File: src/rtl/iu_pkg.sv
// Shared definitions for the iu_core_p instruction unit: opcode encoding,
// FSM state encoding and the opcode field width.
package iu_pkg;

    localparam int OPC_W = 4;

    typedef enum logic [OPC_W-1:0] {
        OP_NOP   = 4'd0,
        OP_ADD   = 4'd1,
        OP_AND   = 4'd2,
        OP_SUB   = 4'd3,
        OP_MUL   = 4'd4,
        OP_LOAD  = 4'd5,
        OP_STORE = 4'd6,
        OP_SRL   = 4'd7,
        OP_SLL   = 4'd8,
        OP_OR    = 4'd9,
        OP_XOR   = 4'd10,
        OP_NAND  = 4'd11,
        OP_INC   = 4'd12
    } opcode_t;

    typedef enum logic [2:0] {
        IDLE   = 3'd0,
        DECODE = 3'd1,
        EXEC   = 3'd2,
        MEM    = 3'd3,
        FIN    = 3'd4
    } iu_state_t;

endpackage

File: src/rtl/iu_regfile.sv
// NREGS x DATA_W register file: two asynchronous read ports, one synchronous
// write port, synchronous active-low clear of every entry.
module iu_regfile
    import iu_pkg::*;
#(
    parameter  int DATA_W = 8,
    parameter  int NREGS  = 8,
    localparam int RIDX_W = $clog2(NREGS)
) (
    input  logic              clk,
    input  logic              rst_n,
    input  logic [RIDX_W-1:0] raddr_a,
    output logic [DATA_W-1:0] rdata_a,
    input  logic [RIDX_W-1:0] raddr_b,
    output logic [DATA_W-1:0] rdata_b,
    input  logic              we,
    input  logic [RIDX_W-1:0] waddr,
    input  logic [DATA_W-1:0] wdata
);

    logic [DATA_W-1:0] regs_q [NREGS];
    logic [DATA_W-1:0] regs_d [NREGS];

    always_comb begin
        for (int i = 0; i < NREGS; i++) begin
            regs_d[i] = regs_q[i];
        end
        if (we) begin
            regs_d[waddr] = wdata;
        end
    end

    always_ff @(posedge clk) begin
        if (!rst_n) begin
            for (int i = 0; i < NREGS; i++) begin
                regs_q[i] <= '0;
            end
        end else begin
            for (int i = 0; i < NREGS; i++) begin
                regs_q[i] <= regs_d[i];
            end
        end
    end

    // Reads see the pre-write contents, so rd == rs1/rs2 is well defined.
    assign rdata_a = regs_q[raddr_a];
    assign rdata_b = regs_q[raddr_b];

endmodule

File: src/rtl/iu_core_p.sv
// FSM-sequenced instruction unit: latches one instruction per start/ready
// handshake, runs ALU ops locally and loads/stores over a req/ack port.
module iu_core_p
    import iu_pkg::*;
#(
    parameter  int DATA_W      = 8,
    parameter  int NREGS       = 8,
    parameter  int ADDR_W      = 11,
    parameter  int MEM_TIMEOUT = 16,
    localparam int RIDX_W      = $clog2(NREGS),
    localparam int LOW_W       = (ADDR_W > 2*RIDX_W) ? ADDR_W : 2*RIDX_W,
    localparam int INSTR_W     = OPC_W + RIDX_W + LOW_W
) (
    input  logic               clk,
    input  logic               rst_n,
    input  logic               start,
    input  logic [INSTR_W-1:0] instruction,
    output logic               ready,
    output logic               done,
    output logic               err,
    output logic               mem_req,
    output logic               mem_we,
    output logic [ADDR_W-1:0]  mem_addr,
    output logic [DATA_W-1:0]  mem_wdata,
    input  logic [DATA_W-1:0]  mem_rdata,
    input  logic               mem_ack,
    output logic [DATA_W-1:0]  reg_out
);

    localparam int SH_W  = $clog2(DATA_W);
    localparam int CNT_W = $clog2(MEM_TIMEOUT + 1);

    iu_state_t          state_q, state_d;
    logic [INSTR_W-1:0] instr_q, instr_d;
    logic [CNT_W-1:0]   cnt_q, cnt_d;
    logic               err_q, err_d;
    logic [DATA_W-1:0]  reg_out_q, reg_out_d;

    logic [OPC_W-1:0]   opc;
    logic [RIDX_W-1:0]  rd, rs1, rs2, raddr_a;
    logic [ADDR_W-1:0]  addr;
    logic               is_mem;
    logic [DATA_W-1:0]  rdata_a, rdata_b, alu_res, rf_wdata;
    logic               rf_we;

    assign opc     = instr_q[INSTR_W-1 -: OPC_W];
    assign rd      = instr_q[LOW_W +: RIDX_W];
    assign rs1     = instr_q[LOW_W-1 -: RIDX_W];
    assign rs2     = instr_q[RIDX_W-1:0];
    assign addr    = instr_q[ADDR_W-1:0];
    assign is_mem  = (opc == OP_LOAD) || (opc == OP_STORE);
    // A store needs R[rd] on read port A as its write data.
    assign raddr_a = (opc == OP_STORE) ? rd : rs1;

    function automatic logic [DATA_W-1:0] alu(input logic [OPC_W-1:0] op,
                                              input logic [DATA_W-1:0] a,
                                              input logic [DATA_W-1:0] b);
        logic [SH_W-1:0] sh;
        sh = b[SH_W-1:0];
        case (op)
            OP_ADD:  alu = a + b;
            OP_AND:  alu = a & b;
            OP_SUB:  alu = a - b;
            OP_MUL:  alu = a * b;
            OP_SRL:  alu = a >> sh;
            OP_SLL:  alu = a << sh;
            OP_OR:   alu = a | b;
            OP_XOR:  alu = a ^ b;
            OP_NAND: alu = ~(a & b);
            OP_INC:  alu = a + DATA_W'(1);
            default: alu = '0;
        endcase
    endfunction

    assign alu_res = alu(opc, rdata_a, rdata_b);

    iu_regfile #(
        .DATA_W (DATA_W),
        .NREGS  (NREGS)
    ) u_regfile (
        .clk     (clk),
        .rst_n   (rst_n),
        .raddr_a (raddr_a),
        .rdata_a (rdata_a),
        .raddr_b (rs2),
        .rdata_b (rdata_b),
        .we      (rf_we),
        .waddr   (rd),
        .wdata   (rf_wdata)
    );

    always_comb begin
        state_d   = state_q;
        instr_d   = instr_q;
        cnt_d     = cnt_q;
        err_d     = err_q;
        reg_out_d = reg_out_q;
        rf_we     = 1'b0;
        rf_wdata  = alu_res;
        case (state_q)
            IDLE: begin
                err_d = 1'b0;
                if (start) begin
                    instr_d = instruction;
                    state_d = DECODE;
                end
            end
            DECODE: begin
                if (opc > OP_INC) begin
                    err_d   = 1'b1;
                    state_d = FIN;
                end else if (opc == OP_NOP) begin
                    state_d = FIN;
                end else if (is_mem) begin
                    cnt_d   = '0;
                    state_d = MEM;
                end else begin
                    state_d = EXEC;
                end
            end
            EXEC: begin
                rf_we     = 1'b1;
                reg_out_d = alu_res;
                state_d   = FIN;
            end
            MEM: begin
                // An ack in the final allowed cycle still wins over the timeout.
                if (mem_ack) begin
                    if (opc == OP_LOAD) begin
                        rf_we     = 1'b1;
                        rf_wdata  = mem_rdata;
                        reg_out_d = mem_rdata;
                    end
                    state_d = FIN;
                end else if (cnt_q == CNT_W'(MEM_TIMEOUT - 1)) begin
                    err_d   = 1'b1;
                    state_d = FIN;
                end else begin
                    cnt_d = cnt_q + CNT_W'(1);
                end
            end
            FIN: begin
                state_d = IDLE;
            end
            default: begin
                state_d = IDLE;
            end
        endcase
    end

    always_ff @(posedge clk) begin
        if (!rst_n) begin
            state_q   <= IDLE;
            instr_q   <= '0;
            cnt_q     <= '0;
            err_q     <= 1'b0;
            reg_out_q <= '0;
        end else begin
            state_q   <= state_d;
            instr_q   <= instr_d;
            cnt_q     <= cnt_d;
            err_q     <= err_d;
            reg_out_q <= reg_out_d;
        end
    end

    assign ready     = (state_q == IDLE);
    assign done      = (state_q == FIN);
    assign err       = done && err_q;
    assign mem_req   = (state_q == MEM);
    assign mem_we    = mem_req && (opc == OP_STORE);
    assign mem_addr  = mem_req ? addr : '0;
    assign mem_wdata = mem_we ? rdata_a : '0;
    assign reg_out   = reg_out_q;

endmodule

File: config.mk
export PLATFORM = sky130hd
export DESIGN_NAME = iu_core_p
export DESIGN_NICKNAME = d
export VERILOG_FILES = /design/src/rtl/iu_pkg.sv /design/src/rtl/iu_regfile.sv /design/src/rtl/iu_core_p.sv
export SDC_FILE = /design/constraint.sdc
export NUM_CORES = 1
export LEC_CHECK = 0
export ABC_CLOCK_PERIOD_IN_PS = 6700
export CAP_MARGIN = 30
export CORE_MARGIN = 2
export CORE_UTILIZATION = 45
export DETAILED_ROUTE_END_ITERATION = 16
export PLACE_DENSITY = 0.61
export SLEW_MARGIN = 20
export SYNTH_ARGS = -nofsm -noshare
export SYNTH_HDL_FRONTEND = slang
export SYNTH_SLANG_ARGS = --single-unit
File: constraint.sdc
create_clock -name clk -period 6.7 [get_ports clk]
set_clock_uncertainty 0.2 [all_clocks]
set_input_delay 1.34 -clock clk [delete_from_list [all_inputs] [get_ports clk]]
set_output_delay 1.34 -clock clk [all_outputs]
set_load 0.05 [all_outputs]
==> results.py <==
metrics = {
    "routing": {
        "drt_iter0_markers": 669,
        "top_layer": "met4",
        "routed_via_density": 6.04,
        "wirelength_met1_um": 11000,
        "post_drt_wl_per_cell_um": 20.4,
        "ant_nets": 0,
        "vias": 7128,
        "wl_met2_um": 11100,
        "totalWireLength_um": 24100,
        "met3WireLength_um": 1300,
        "drc": 0,
        "dr.pass1.iters": 6,
    },
    "flow_run": {
        "cap_violations": 0,
    },
    "placement": {
        "postPlaceCellArea_sq_um": 8390,
        "place_congestion": 0.935,
        "dpl.hpwl_um": 17800,
        "portBuffers": 61,
    },
    "yosys": {
        "ys.flop_type": "dfxtp_1",
        "yosys.area.top_type": "dfxtp_1",
        "ys_warn_count": 0,
        "synth_area_leaders": "dfxtp_1, a21oi_1, ha_1",
        "syn_inst": 903,
        "synthMuxAreaShare_pct": 12.7,
        "synth_area_per_cell_sq_um": 8.30,
        "synth_top_family_by_area": "compound AO/OA/AOI/OAI gates",
        "synth_top_cell_area_share_pct": 27.2,
        "synth_fp_nets": 989,
        "yosys.area_share.simple_pct": 16.4,
        "syn_area_sq_um": 7500,
        "synth_adder_area_share_pct": 10.6,
        "async_flop_share_pct": 0,
        "ys_seq_area_share_pct": 27.2,
        "synth_edf_count": 0,
        "synthXorXnorAreaFrac_pct": 3.12,
        "synth_compound_area_share_pct": 23.1,
        "ys_types": 75,
        "ys_ff_latch": 102,
    },
    "critical_path": {
        "critPathMaxFanout": 8,
        "arrival_ns": 6.46,
        "cp_slowest_cell": "fa_1",
        "r2r_slack_ns": 0.25,
        "cp-end-kind": "flip-flop",
        "critPathKind": "reg -> reg",
        "max_stage_delay_ns": 0.53,
        "crit_buf_inv": 6,
        "critPathRequiredTime_ns": 6.70,
        "cp-start-kind": "flip-flop",
        "cpMostUsedCell": "inv_1",
        "critical_path.top_delay_family": "adder cells",
        "worstPathCellList": "and4bb_1 > buf_4 > mux2_2 > and2_1 > a22oi_1 > nand2_1 > inv_1 > nand2_1 > fa_1 > fa_1 > inv_1 > ha_1 > inv_1 > fa_1 > inv_1 > ha_1 > xor2_1 > a22oi_1 > nor3_1 > a221oi_1 > o221ai_1 > a21oi_1 > buf_4 > a21oi_1",
    },
    "floorplanning": {
        "ioPinCount": 62,
        "fp.dieH_um": 133,
        "die_w_um": 133,
        "initial_utilization_pct": 45.7,
        "rows": 47,
        "coreArea_sq_um": 16400,
        "dieArea_sq_um": 17700,
    },
    "sta": {
        "slew_headroom_pct": 37.9,
        "fin_tns_setup_ns": 0,
        "clock.fmax_mhz": 155,
        "rsz0062_at_grt": "no",
        "finalSetupViolCount": 0,
        "tightest_slew_ns": 0.932,
        "slew_viol_final": 0,
        "hold_viol_final": 0,
        "min_period_ns": 6.45,
        "fin_crit_sh_pct": 96.3,
    },
    "status": {
        "status": "finished clean",
    },
    "cells_and_area": {
        "fill_cells": 1581,
        "design_area_sq_um": 8700,
        "drive_gt1_share_pct": 9.17,
        "nets": 1041,
        "seq_area_sq_um": 2040,
        "syn_to_final_growth_pct": 16.0,
        "multi_input_area_sq_um": 4970,
        "diodes": 0,
    },
    "cts": {
        "cts-root-buf": "clkbuf_16",
        "clkTransAtPathRegs_ns": 0.07,
        "htree_levels": 3,
        "cts_tree": "done",
        "cts_sinks": 102,
        "cts_buffers": 9,
        "clkLatencyLatePin_ns": 0.36,
        "cts_buffer_depth": 2,
    },
    "global_route": {
        "overflow": 0,
        "grt_max_degree": 64,
        "grtUsageTotal_pct": 27.4,
        "grt_antenna_before_repair": 0,
        "grt_pass1_vias": 6805,
        "grt_pass1_wl_um": 38000,
    },
    "power": {
        "power.leakage_nw": 3.69,
        "p_per_area_nw_per_um2": 167,
        "vdd_drop_max_mv": 0.153,
    },
    "min_path": {
        "hp-class": "reg -> reg",
    },
}
==> worst register-to-register path: stages (launching register included) <==
cell and delay [ns]:
dfxtp_1 0.31, and4bb_1 0.27, buf_4 0.18, mux2_2 0.38, and2_1 0.24, a22oi_1 0.30, nand2_1 0.16, inv_1 0.20
nand2_1 0.11, fa_1 0.46, fa_1 0.52, inv_1 0.05, ha_1 0.27, inv_1 0.05, fa_1 0.53, inv_1 0.04
ha_1 0.32, xor2_1 0.17, a22oi_1 0.16, nor3_1 0.06, a221oi_1 0.39, o221ai_1 0.32, a21oi_1 0.30, buf_4 0.22
a21oi_1 0.08
==> flip-flops by register name (all words and copies together) (netlist names), named ones only <==
signal and count:
u_regfile.regs_q 64, instr_q 18, reg_out 8, cnt_q 5
state_q 3, err_q 1
==> layout make-up <==
cell class / count / area share (%)
clock buffers: 10 / 2.63
clock inverters: 6 / 0.662
inverters: 49 / 2.11
multi-input cells: 693 / 57.1
flip-flops and latches: 102 / 23.5
well taps: 220 / 3.16
repair buffers: 100 / 10.8
==> through the flow <==
stage / worst slack, ns / instances / power (mW) / hold WS [ns] / utilization [%]
3_5_place_dp: 0.193 / 1163 / 0.941 / 0.243 / 51.2
4_1_cts: 0.178 / 1179 / 1.45 / 0.253 / 52.9
3_3_place_gp: 0.337 / 1161 / 0.938 / 0.240 / 50.9
6_report: 0.245 / 1180 / 1.45 / 0.253 / 53.0
2_1_floorplan: 0.650 / 903 / 0.838 / 0.232 / -
5_1_grt: 0.00775 / 1180 / 1.51 / 0.272 / 53.0
==> Yosys cell counts (all sizes together) (10+ instances only) <==
master,count
a21oi,111
dfxtp,102
nand2,86
o21ai,78
nor2,70
inv,46
clkbuf,43
ha,43
mux2i,43
nand3,25
a22oi,20
nor3,20
a211oi,19
and2,19
mux4,16
buf,14
fa,13
a21o,10
xor2,10
==> report_power, final <==
part	total (mW)	internal [mW]	switching [mW]
combinational	0.301	0.113	0.188
sequential	0.635	0.618	0.0169
clock	0.515	0.260	0.255
==> worst paths after layout <==
path / startpoint / endpoint / depth (start not counted)
worst max register to register: instr_q[14]$_SDFFE_PN0P_ / u_regfile.regs_q[0][5]$_SDFFE_PN0P_ / 24
worst max-delay path: instr_q[14]$_SDFFE_PN0P_ / u_regfile.regs_q[0][5]$_SDFFE_PN0P_ / 24
worst min register to register: instr_q[7]$_SDFFE_PN0P_ / instr_q[7]$_SDFFE_PN0P_ / 2
worst min-delay path: instr_q[7]$_SDFFE_PN0P_ / instr_q[7]$_SDFFE_PN0P_ / 2
==> cell families after synthesis <==
kind of cell,count (synthesis)
and+or+nand+nor,261
muxes,68
xor gates and xnor gates,22
AOI/OAI and AO/OA,286
adders and majority gates,56
buffers and inverters,108
DFF,102
==> cell usage in the layout (no fill, tap or decap), types with 9 or more instances in the layout <==
cell	count
a21oi_1	111
dfxtp_1	102
nand2_1	84
o21ai_0	76
nor2_1	69
clkdlybuf4s50_1	61
inv_1	44
ha_1	43
mux2i_1	40
buf_4	36
nand3_1	25
nor3_1	20
and2_1	19
a22oi_1	17
a211oi_1	17
fa_1	13
xor2_1	10
a21o_1	10
xnor2_1	9
a31oi_1	9
clkbuf_16	9
==> timing repair <==
action	4_1_cts	5_1_grt
resized for setup	0	3
setup endpoints to repair	0	8
endpoints found under the hold margin	0	0
hold buffers	0	0
setup buffers	0	1
==> per-layer routing <==
| metal | vias up | GRT usage (%) |
|---|---|---|
| met3 | 45 | 4.06 |
| met5 | - | 0 |
| met1 | 3468 | 38.3 |
| met2 | 252 | 43.8 |
| met4 | 0 | 8.42 |
| li1 | 3363 | - |
(Power assumes the default switching activity.)
